--- src/rtl/result_transmitter_pkg.sv ---
// Shared definitions for the UART calculator framing logic: transmitter states,
// frame layout and the checksum that both directions agree on.
package uart_calc_pkg;

  typedef enum logic [1:0] {
    IDLE,
    WAIT,
    SEND,
    HOLD
  } tx_state_t;

  localparam int FRAME_LEN = 4;

  localparam logic [1:0] BYTE_OP     = 2'd0;
  localparam logic [1:0] BYTE_RES_HI = 2'd1;
  localparam logic [1:0] BYTE_RES_LO = 2'd2;
  localparam logic [1:0] BYTE_CSUM   = 2'd3;

  function automatic logic [7:0] frame_checksum(input logic [7:0] op, input logic [15:0] res);
    return op ^ res[15:8] ^ res[7:0];
  endfunction

endpackage

--- src/rtl/result_transmitter_if.sv ---
// Result-in / byte-out handshake bundle of the response framer.
// master is the framer itself; slave is the ALU plus UART TX side.
interface result_transmitter_if;
  logic        result_valid;
  logic [15:0] result;
  logic [7:0]  operation;
  logic        result_ready;
  logic        tx_busy;
  logic        tx_start;
  logic [7:0]  tx_data;
  logic        frame_done;

  modport master (
    input  result_valid, result, operation, tx_busy,
    output result_ready, tx_start, tx_data, frame_done
  );

  modport slave (
    output result_valid, result, operation, tx_busy,
    input  result_ready, tx_start, tx_data, frame_done
  );
endinterface

--- src/rtl/result_transmitter.sv ---
// Builds the 4-byte response frame (op, res_hi, res_lo, checksum) and hands it
// to the UART TX one byte at a time over the tx_start / tx_busy handshake.
module result_transmitter
  import uart_calc_pkg::*;
#(
  parameter int FRAME_BYTES = 4
) (
  input  logic                  clk,
  input  logic                  reset,
  result_transmitter_if.master  bus
);

  localparam logic [2:0] FRAME_END = 3'(FRAME_BYTES);

  tx_state_t   state_reg, state_next;
  logic [2:0]  idx_reg, idx_next;
  logic [7:0]  op_reg, op_next;
  logic [15:0] res_reg, res_next;
  logic [7:0]  tx_data_reg, tx_data_next;
  logic        frame_done_reg, frame_done_next;
  logic [7:0]  byte_sel;

  always_ff @(posedge clk) begin
    if (reset) begin
      state_reg      <= IDLE;
      idx_reg        <= 3'd0;
      op_reg         <= 8'h00;
      res_reg        <= 16'h0000;
      tx_data_reg    <= 8'h00;
      frame_done_reg <= 1'b0;
    end else begin
      state_reg      <= state_next;
      idx_reg        <= idx_next;
      op_reg         <= op_next;
      res_reg        <= res_next;
      tx_data_reg    <= tx_data_next;
      frame_done_reg <= frame_done_next;
    end
  end

  always_comb begin
    case (idx_reg[1:0])
      BYTE_OP:     byte_sel = op_reg;
      BYTE_RES_HI: byte_sel = res_reg[15:8];
      BYTE_RES_LO: byte_sel = res_reg[7:0];
      default:     byte_sel = frame_checksum(op_reg, res_reg);
    endcase
  end

  always_comb begin
    state_next      = state_reg;
    idx_next        = idx_reg;
    op_next         = op_reg;
    res_next        = res_reg;
    tx_data_next    = tx_data_reg;
    frame_done_next = 1'b0;
    case (state_reg)
      IDLE: begin
        if (bus.result_valid) begin
          op_next    = bus.operation;
          res_next   = bus.result;
          idx_next   = 3'd0;
          state_next = WAIT;
        end
      end
      WAIT: begin
        if (!bus.tx_busy) begin
          if (idx_reg < FRAME_END) begin
            // tx_data is only ever reloaded on the edge into SEND
            tx_data_next = byte_sel;
            state_next   = SEND;
          end else begin
            frame_done_next = 1'b1;
            state_next      = IDLE;
          end
        end
      end
      SEND: begin
        state_next = HOLD;
        if (idx_reg < FRAME_END) idx_next = idx_reg + 3'd1;
      end
      HOLD: begin
        // one guard cycle so the UART's late tx_busy rise is seen in WAIT
        state_next = WAIT;
      end
      default: state_next = IDLE;
    endcase
  end

  assign bus.result_ready = (state_reg == IDLE);
  assign bus.tx_start     = (state_reg == SEND);
  assign bus.tx_data      = tx_data_reg;
  assign bus.frame_done   = frame_done_reg;

endmodule

--- src/flat_wrapper.sv ---
// flat-port wrapper written by rule: the top's interface ports become plain ports
module result_transmitter_flat import uart_calc_pkg::*;
#(
  parameter int FRAME_BYTES = 4
)
  (clk, reset, bus_result_valid, bus_result, bus_operation, bus_tx_busy, bus_result_ready, bus_tx_start, bus_tx_data, bus_frame_done);
  result_transmitter_if bus_i ();
  input  logic clk;
  input  logic reset;
  input wire logic [$bits(bus_i.result_valid)-1:0] bus_result_valid;
  input wire logic [$bits(bus_i.result)-1:0] bus_result;
  input wire logic [$bits(bus_i.operation)-1:0] bus_operation;
  input wire logic [$bits(bus_i.tx_busy)-1:0] bus_tx_busy;
  output wire logic [$bits(bus_i.result_ready)-1:0] bus_result_ready;
  output wire logic [$bits(bus_i.tx_start)-1:0] bus_tx_start;
  output wire logic [$bits(bus_i.tx_data)-1:0] bus_tx_data;
  output wire logic [$bits(bus_i.frame_done)-1:0] bus_frame_done;
  assign bus_i.result_valid = bus_result_valid;
  assign bus_i.result = bus_result;
  assign bus_i.operation = bus_operation;
  assign bus_i.tx_busy = bus_tx_busy;
  assign bus_result_ready = bus_i.result_ready;
  assign bus_tx_start = bus_i.tx_start;
  assign bus_tx_data = bus_i.tx_data;
  assign bus_frame_done = bus_i.frame_done;
  result_transmitter #(.FRAME_BYTES(FRAME_BYTES)) u_core (.clk(clk), .reset(reset), .bus(bus_i));
endmodule
--- config.mk ---
export PLATFORM = sky130hd
export DESIGN_NAME = result_transmitter_flat
export DESIGN_NICKNAME = d
export VERILOG_FILES = /design/src/rtl/result_transmitter_pkg.sv /design/src/rtl/result_transmitter_if.sv /design/src/rtl/result_transmitter.sv /design/src/flat_wrapper.sv
export SDC_FILE = /design/constraint.sdc
export NUM_CORES = 1
export LEC_CHECK = 0
export ABC_AREA = 1
export CAP_MARGIN = 20
export CORE_MARGIN = 2
export CORE_UTILIZATION = 62
export DETAILED_ROUTE_END_ITERATION = 10
export DONT_BUFFER_PORTS = 1
export GPL_TIMING_DRIVEN = 0
export HOLD_SLACK_MARGIN = 0.06
export PLACE_DENSITY = 0.82
export SYNTH_ARGS = -nofsm -noshare
export SYNTH_HDL_FRONTEND = slang
export SYNTH_SLANG_ARGS = --single-unit
export TNS_END_PERCENT = 5
--- constraint.sdc ---
create_clock -name clk -period 1.6 [get_ports clk]
set_input_delay 0.16 -clock clk [delete_from_list [all_inputs] [get_ports clk]]
set_output_delay 0.16 -clock clk [all_outputs]
set_load 0.01 [all_outputs]
==> PnR_summary.wiki <==
{| class="wikitable"
! Metric !! Value
|-
| DRC violations left || 0
|-
| Least-Margin Pin Slew || 431 ps
|-
| Status || completed
|-
| Worst setup skew after layout || roughly 11 ps
|-
| Required arrival time at the worst endpoint || 1890 ps
|-
| Share of total power in combinational logic || between 20% and 30%
|-
| Biggest cell delay along the critical path || approximately 330 ps
|-
| Net load switching power || around 850 µW
|-
| Total area of multi-input combinational cells || about 940 µm²
|-
| Overall via count from detail_route || about 1.9k
|-
| Most frequent cells after synthesis || nand2_1 (79), a21oi_1 (40), dfxtp_1 (38)
|-
| Cell at the root of the clock tree || clkbuf_4
|-
| Power share of the clock group || around a fifth
|-
| Internal Power || roughly 1500 µW
|-
| Post-DP HPWL || 3040 µm
|-
| Crit-path leading delay family || buffers and inverters
|-
| Fmax || slightly below 700 MHz
|-
| Post-DR wirelength/cell || roughly 14 µm
|-
| Boundary Pins || 39
|-
| Total congestion overflow after global routing || 0
|-
| Pre-Repair DR Iteration Count || 5
|-
| Die X-Extent || just under 60 µm
|-
| CTS Sinks || 38
|-
| All-layer global routing usage || between 20 and 30%
|-
| Leak Pwr || ~0.001 µW
|-
| Top cell type's share of synthesized area || about two fifths
|-
| Standard-cell rows || 20
|-
| Antenna Diode Count || 0
|-
| Share of layout cells above drive strength 1 || 7.94%
|-
| Number of standard cells after synthesis || ~280
|-
| Cell accounting for the most synthesized area || dfxtp_1
|-
| Number of DRC markers in iteration 0 || between 100 and 150
|-
| Number of flip-flops in the largest register || 16
|-
| Effective utilization at floorplan || between 60% and 70%
|-
| Class of the most critical setup path || reg -> reg
|-
| CTS tree || done
|-
| Final setup TNS || 0 ps
|-
| Net total in the final layout || between 300 and 400
|-
| Flop and latch count out of synthesis || 38
|-
| RSZ-0062 raised after global routing || false
|-
| Crit path DAT || roughly 1700 ps
|-
| Final setup fails || 0
|-
| Fin crit period || about 1400 ps
|-
| Final cell utilization of the core || between 70% and 80%
|-
| PnR Total Power || 2350 µW
|-
| Number of global-route vias before repair || about 1.7k
|-
| Sequential share of power || around 50%
|-
| Switching power share of the total || 35.9%
|-
| Initial antenna violation count || 0
|-
| Total nets after synthesis || around 320
|-
| Area contributors post-synth || dfxtp_1 (40%), nand2_1 (16%), a21oi_1 (11%), o21ai_0 (8.2%), inv_1 (6.2%)
|-
| Die outline height || between 50 and 60 µm
|-
| Number of clock buffers inserted by TritonCTS || 5
|-
| Setup slack on the worst flop-to-flop path || approximately 160 ps
|-
| Dominant cell by count in the synthesized netlist || nand2_1
|-
| Slowest cell on the critical path || dfxtp_1
|-
| Number of library cell types mapped by synthesis || 20
|-
| I/O Buffers || 0
|-
| Maximum number of pins on one net before global-route repair || 11
|-
| Number of placed cells counting well taps || approximately 310
|-
| CP Capture Type || register
|-
| Power per cell area || ~1000 nW/µm²
|-
| CP Max Fanout || 10
|-
| Sequential fraction of the synthesis area || slightly above 40%
|-
| Mean instance size in the synthesized netlist || around 6.7 µm²
|-
| Top cell by count, worst path || clkbuf_4
|-
| Number of pins with negative max-slew slack in the final report || 0
|-
| Normalized max-slew margin || between 70% and 80%
|-
| Share of synthesized flip-flops with an asynchronous set or reset || 0%
|-
| Maximum Capacitance Violations || 0
|-
| Worst hold path class || in -> reg
|-
| Routed via count divided by cell count || around 5.5
|-
| Yosys warnings || 0
|-
| Flip-flop cell with the highest count after synthesis || dfxtp_1
|-
| Final RePlAce weighted congestion || ~0.86
|-
| IR drop worst, VDD || 0.000639 V
|-
| Part of the cycle the worst path needs || 89.9%
|-
| Total wire length after detailed routing || ~4700 µm
|-
| Latest clock arrival within the worst-skew pair || approximately 360 ps
|-
| Std-Cell Core Area || 2980 µm²
|-
| Launching element type of the critical path || register
|-
| Setup fix buffers added after clock tree synthesis || 0
|-
| Number of non-filler instances in the completed layout || approximately 350
|-
| Fill cell total of the finished layout || ~240
|-
| Number of H-tree levels || 2
|-
| Area enclosed by the die boundary || roughly 3500 µm²
|-
| Global-route wire length before repair || about 7500 µm
|-
| Number of enable flip-flop cells after synthesis || 0
|-
| Synth-to-layout area growth || 19.6%
|-
| Max Buffers Root-to-Sink || 2
|-
| Number of buffers and inverters on the critical path || 3
|-
| Area taken by flip-flops and latches || 761 µm²
|-
| Series of cell instances along the critical path || inv_1 -> ha_2 -> nand2_1 -> clkbuf_4 -> clkbuf_4 -> a21oi_1
|-
| Post-Synthesis Cell Area || 1890 µm²
|-
| Number of antenna-violating nets in the routed design || 0
|-
| Count of endpoints failing hold in the final timing report || 0
|-
| Clock Pin Slew Worst Setup and Hold Paths || about 100 ps
|}
## worst reg2reg max path: stages, from the launching register on
cell and delay (ps):
dfxtp_1 330, inv_1 110, ha_2 250, nand2_1 120, clkbuf_4 210, clkbuf_4 200
a21oi_1 150
## power by group through the flow
stage / Clock [µW] / Sequential [µW] / Combinational, µW
after global routing: 518 / 1200 / 789
after CTS: 480 / 1180 / 668
after detailed placement: 0 / 1200 / 610
after floorplan: 0 / 1180 / 488
final: 476 / 1180 / 696
after global placement: 0 / 1200 / 594
## through the flow
stage          cell area (µm²)  setup WS, ps  hold slack [ps]
6_report                  2260           161              272
5_1_grt                   2260          36.8              293
4_1_cts                   2250          6.47              237
3_5_place_dp              1930          29.2              233
3_3_place_gp              1930          58.9              231
2_1_floorplan             1890           305              229
## what timing repair did
action / 4_1_cts / 5_1_grt
resized for setup: 0 / 11
setup endpoints to repair: 0 / 26
endpoints found under the hold margin: 34 / 0
hold buffers: 27 / 0
## final timing paths
path | start | endpoint | cells past startpoint
setup / recovery | u_core.state_reg[1] | u_core.res_reg[8] | 6
setup reg to reg | u_core.state_reg[1] | u_core.res_reg[8] | 6
hold / removal | bus_result_valid | u_core.idx_reg[1] | 5
hold reg to reg | u_core.res_reg[0] | u_core.res_reg[0] | 2
## cells in the final DEF (no fill, tap or decap), types with 6 or more instances in the layout
cell,instances
dlygate4sd3_1,27
o21ai_0,30
inv_1,31
ha_1,6
nor2_1,8
a21oi_1,40
clkbuf_4,8
dfxtp_1,38
nand2_1,79
nand3_1,22
## cell families after synthesis
| group | share of synthesized area (%) |
|---|---|
| and+or+nand+nor | 25.3 |
| AOI/OAI and AO/OA | 19.4 |
| buffers and inverters | 10.4 |
| DFF | 40.2 |
| adders and majority gates | 4.63 |
## cell type report
class / instances / area share, %
Buffer: 13 / 3.37
Multi-Input combinational cell: 195 / 41.4
Timing Repair Buffer: 27 / 11.9
Sequential cell: 38 / 33.6
Clock buffer: 7 / 1.99
Inverter: 35 / 5.81
Tap cell: 33 / 1.83
## metal layers
metal  GRT usage [%]  part of all wire, %
met1            34.4                   40
met2            50.2                   50
met3            8.52                  8.2
met4            8.12                  1.5
met5               0                    0
Power figures use the tool's default switching activity.
